[src/rtl/stk_seq_ctrl.sv]
// stk_seq_ctrl: fetch/decode/issue sequencer for the stack-machine datapath.
// Fetches instruction words, issues unit opcodes on control_bus with a
// one-cycle unit_en strobe, and handles jumps, halt and stack-bound errors.
// The optional WAIT timeout is enabled by defining STK_SEQ_TIMEOUT_EN.
module stk_seq_ctrl #(
  parameter int DATA_LEN       = 8,
  parameter int PC_LEN         = 8,
  parameter int TIMEOUT_CYCLES = 16
) (
  input  logic                  clk,
  input  logic                  rst,
  input  logic                  start,
  output logic [PC_LEN-1:0]     imem_addr,
  output logic                  imem_rd,
  input  logic [DATA_LEN+3:0]   imem_data,
  input  logic                  stk_empty,
  input  logic                  stk_full,
  input  logic [DATA_LEN-1:0]   stk_top,
  output logic [3:0]            control_bus,
  output logic                  unit_en,
  output logic [DATA_LEN-1:0]   addr_const,
  input  logic                  unit_done,
  output logic [PC_LEN-1:0]     pc,
  output logic                  busy,
  output logic                  halted,
  output logic                  err,
  output logic [1:0]            err_code
);

  localparam logic [2:0] S_IDLE   = 3'd0;
  localparam logic [2:0] S_FETCH  = 3'd1;
  localparam logic [2:0] S_DECODE = 3'd2;
  localparam logic [2:0] S_ISSUE  = 3'd3;
  localparam logic [2:0] S_WAIT   = 3'd4;
  localparam logic [2:0] S_HALT   = 3'd5;
  localparam logic [2:0] S_ERR    = 3'd6;

  localparam logic [3:0] OP_PUSHC = 4'd0;
  localparam logic [3:0] OP_LOAD  = 4'd1;
  localparam logic [3:0] OP_STORE = 4'd2;
  localparam logic [3:0] OP_ADD   = 4'd3;
  localparam logic [3:0] OP_SUB   = 4'd4;
  localparam logic [3:0] OP_JMP   = 4'd5;
  localparam logic [3:0] OP_JZ    = 4'd6;
  localparam logic [3:0] OP_NOP   = 4'd7;

  localparam logic [1:0] E_ILLEGAL   = 2'd0;
  localparam logic [1:0] E_UNDERFLOW = 2'd1;
  localparam logic [1:0] E_OVERFLOW  = 2'd2;
`ifdef STK_SEQ_TIMEOUT_EN
  localparam logic [1:0] E_TIMEOUT   = 2'd3;
  localparam int         CW          = $clog2(TIMEOUT_CYCLES + 1);
  logic [CW-1:0]         wait_cnt;
`endif

  logic [2:0]          state;
  logic [3:0]          opcode;
  logic [DATA_LEN-1:0] operand;
  logic [PC_LEN-1:0]   jmp_tgt;

  assign opcode  = imem_data[DATA_LEN+3:DATA_LEN];
  assign operand = imem_data[DATA_LEN-1:0];
  assign jmp_tgt = PC_LEN'(operand);

  // Status and strobes are pure functions of state; imem_addr tracks pc.
  assign imem_addr = pc;
  assign imem_rd   = (state == S_FETCH);
  assign unit_en   = (state == S_ISSUE);
  assign busy      = (state == S_FETCH) || (state == S_DECODE) ||
                     (state == S_ISSUE) || (state == S_WAIT);
  assign halted    = (state == S_HALT);
  assign err       = (state == S_ERR);

  // Sequencer: state, program counter, issued opcode/operand and error code.
  // control_bus/addr_const double as the instruction register for issued ops.
  always_ff @(posedge clk) begin
    if (rst) begin
      state       <= S_IDLE;
      pc          <= '0;
      control_bus <= '0;
      addr_const  <= '0;
      err_code    <= '0;
`ifdef STK_SEQ_TIMEOUT_EN
      wait_cnt    <= '0;
`endif
    end else begin
      case (state)
        S_IDLE: begin
          if (start) begin
            pc    <= '0;
            state <= S_FETCH;
          end
        end
        S_FETCH: state <= S_DECODE;
        S_DECODE: begin
          pc <= pc + PC_LEN'(1);
          if (opcode inside {[4'd8:4'd14]}) begin
            err_code <= E_ILLEGAL;
            state    <= S_ERR;
          end else if ((opcode inside {OP_STORE, OP_ADD, OP_SUB, OP_JZ}) && stk_empty) begin
            err_code <= E_UNDERFLOW;
            state    <= S_ERR;
          end else if ((opcode inside {OP_PUSHC, OP_LOAD}) && stk_full) begin
            err_code <= E_OVERFLOW;
            state    <= S_ERR;
          end else if (opcode <= OP_SUB) begin
            control_bus <= opcode;
            addr_const  <= operand;
            state       <= S_ISSUE;
          end else begin
            case (opcode)
              OP_JMP: begin
                pc    <= jmp_tgt;
                state <= S_FETCH;
              end
              OP_JZ: begin
                if (stk_top == '0) pc <= jmp_tgt;
                state <= S_FETCH;
              end
              OP_NOP:  state <= S_FETCH;
              default: state <= S_HALT;
            endcase
          end
        end
        S_ISSUE: begin
          state <= S_WAIT;
`ifdef STK_SEQ_TIMEOUT_EN
          wait_cnt <= '0;
`endif
        end
        S_WAIT: begin
          if (unit_done) begin
            state <= S_FETCH;
`ifdef STK_SEQ_TIMEOUT_EN
          end else if (wait_cnt == CW'(TIMEOUT_CYCLES - 1)) begin
            err_code <= E_TIMEOUT;
            state    <= S_ERR;
          end else begin
            wait_cnt <= wait_cnt + CW'(1);
`endif
          end
        end
        S_HALT, S_ERR: begin
          if (start) begin
            err_code <= '0;
            pc       <= '0;
            state    <= S_FETCH;
          end
        end
        default: state <= S_IDLE;
      endcase
    end
  end

endmodule

[config.mk]
export PLATFORM = sky130hd
export DESIGN_NAME = stk_seq_ctrl
export DESIGN_NICKNAME = d
export VERILOG_FILES = /design/src/rtl/stk_seq_ctrl.sv
export SDC_FILE = /design/constraint.sdc
export NUM_CORES = 1
export LEC_CHECK = 0
export ABC_AREA = 1
export CAP_MARGIN = 15
export CORE_MARGIN = 4
export CORE_UTILIZATION = 45
export CTS_BUF_LIST = sky130_fd_sc_hd__clkbuf_8
export DETAILED_ROUTE_END_ITERATION = 12
export GPL_ROUTABILITY_DRIVEN = 0
export PLACE_DENSITY = 0.8
export SYNTH_ARGS = -nofsm -noshare
export SYNTH_HDL_FRONTEND = slang
export SYNTH_SLANG_ARGS = --single-unit
[constraint.sdc]
create_clock -name clk -period 1.8 [get_ports clk]
set_clock_uncertainty 0.1 [all_clocks]
set_input_delay 0.54 -clock clk [delete_from_list [all_inputs] [get_ports clk]]
set_output_delay 0.54 -clock clk [all_outputs]
set_load 0.1 [all_outputs]
==> results.toml <==
[critical_path]
path_class = "flop to primary output"
end_kind = "primary output"
reg2regPathDepth = 10
startpoint_type = "flop"
crit_fanout = 5
critPathRequiredTime_ps = 1160
worstPathArrival_ps = 1320

[yosys]
synth.area.top_cells = "dfxtp_1 (31%), nand2_1 (12%), nor2_1 (11%), inv_1 (6.4%), nand3_1 (5.4%)"
ys_types = 26
ys_ff_latch = 25
synthCells = 245
syn-cell-area_sq_um = 1590
yosysMostFrequentCell = "nand2_1"
yosys-top-cells-count = "nand2_1 (50), nor2_1 (46), inv_1 (27)"
synth_top_area_share_pct = 31.5
yosys.area.top_type = "dfxtp_1"
syn_avg_cell_area_sq_um = 6.49
yosys_warnings = 0
synth-main-ff-cell = "dfxtp_1"
ys_seq_area_share_pct = 31.5
syn-num-nets = 272
synth_edf_count = 0
synth-async-reset-ratio_pct = 0

[cells_and_area]
drive_gt1_share_pct = 34.1
fin_nets = 351
fillerInstances = 188
fin_cells = 369
syn_to_final_growth_pct = 80.9
n_antenna_cell = 0

[sta]
period_share_pct = 109
max_freq_mhz = 509
finalHoldViolCount = 0
tightest_slew_ps = 430
report.final.slew_viol_count = 0
setup_viol = 6
rsz0062_at_grt = "true"
min_period_ps = 1960
layout_setup_ws_ps = -164
relSlewSlack_pct = 71.3

[routing]
drc = 0
finalWirelength_microns = 5890
wl_per_cell_microns = 16.0
via_per_inst = 5.43
drtPass1Iterations = 4
drtIter0Drc = 147
ant_nets = 0
vias = 2003

[clock_network]
clk_path_buf_depth = 2
h-tree-depth = 1
cts_root_buf = "clkbuf_8"
clock_latency_ps = 280
hold_buffers = 0
cts_made_buffers = 3
cts_tree = "done"
path_clk_slew_ps = 100
cts.sinks = 25

[global_routing]
grt_max_degree = 16
grtUsageMet2_pct = 42.8
grt_pass1_wl_microns = 8630
antenna_found_initial = 0
grtUsageMet1_pct = 28.9
grt_use_total_pct = 24.2
grt_pass1_vias = 1964
grt-ovfl-total = 0
grt_busiest_layer = "met2"
grt_use_met3_pct = 4.49

[placement]
dpl.hpwl_microns = 3660
post-place-cells = 357
portBuffers = 60

[floorplanning]
ios = 61
num_rows = 21
initial_core_util_pct = 47.2
die_y_microns = 67.4
coreArea_sq_um = 3360
die_w_microns = 67.4
dieArea_sq_um = 4550

[power]
fin_total_pwr_mw = 3.11
p_leak_nw = 1.32
peakVddDrop_mv = 1.00
p_per_area_nw_per_um2 = 1080

[worst_hold_path]
hold_depth = 2
hold_path_class = "flop to flop"

[status]
status = "finished with violations"
violations = "negative setup slack"

[job]
drv_cap = 0
## sequential cells by signal, indices dropped and copies added (netlist names)
| register | flops |
|---|---|
| control_bus | 4 |
| state | 3 |
| imem_addr | 8 |
| err_code | 2 |
| addr_const | 8 |
## per-layer routing
metal	vias to the layer above	share of wire, %
met5	-	0
met4	0	4.3
met3	32	11
met2	137	47
met1	897	37
li1	937	-
## critical path: stages (launching register included)
cell	delay, ps
dfxtp_4	400
inv_6	60
nor3_4	200
inv_2	60
nand4_1	130
buf_12	190
## placed cells by master (no fill, tap or decap), drive strengths merged, types with 5 or more instances in the layout
| master | count |
|---|---|
| clkbuf | 6 |
| nor2 | 48 |
| clkdlybuf4s50 | 12 |
| nor3 | 13 |
| a21oi | 9 |
| dfxtp | 25 |
| nand2 | 55 |
| dlymetal6s2s | 9 |
| nand3b | 5 |
| inv | 28 |
| nand3 | 18 |
| buf | 62 |
| o21ai | 16 |
## area by class of cell
cell class / instances / area [sq um] / area share [%]
Timing Repair Buffer: 87 / 1170 / 40.7
Clock buffer: 3 / 41.3 / 1.44
Tap cell: 46 / 57.6 / 2.00
Multi-Input combinational cell: 178 / 955 / 33.2
Inverter: 29 / 121 / 4.22
Clock inverter: 1 / 6.26 / 0.218
Sequential cell: 25 / 522 / 18.2
## kinds of logic after synthesis
kind of cell	Yosys count	share of synthesized area (%)
adder cells (fa/ha/maj)	1	0.787
buffers and inverters	43	12.8
AND/OR/NAND/NOR	142	41.7
AO/OA/AOI/OAI	29	10.4
flip-flops	25	31.5
XOR/XNOR	5	2.76
## stage by stage
step | worst slack [ps] | setup TNS [ps] | hold slack [ps] | cell area, sq um | utilization [%]
after floorplan | -1000 | -1050 | 394 | 1630 | -
after global placement | -414 | -8550 | 372 | 2700 | 80.2
after detailed placement | -481 | -9890 | 373 | 2700 | 80.2
after CTS | -106 | -326 | 388 | 2810 | 83.4
after global routing | -210 | -870 | 426 | 2870 | 85.5
final | -164 | -531 | 386 | 2870 | 85.5
## path summary, 6_finish.rpt
path / startpoint / to / slack [ps]
max: state[1] / busy / -160
min: control_bus[3] / control_bus[3] / 390
max reg2reg: state[0] / imem_addr[0] / 70
min reg2reg: control_bus[3] / control_bus[3] / 390
## repair_timing
action | 4_1_cts | 5_1_grt
pin swaps | 4 | 13
setup buffers | 5 | 2
gates resized for setup | 12 | 29
gates cloned | 1 | 0
setup endpoints to repair | 28 | 24
## where the power goes
part | total, mW | leakage (nW) | switching, mW | internal (mW)
Sequential | 0.768 | 0.208 | 0.128 | 0.640
Clock | 0.357 | 0.0260 | 0.199 | 0.158
Combinational | 1.98 | 1.09 | 1.29 | 0.698
(Power assumes the default switching activity.)
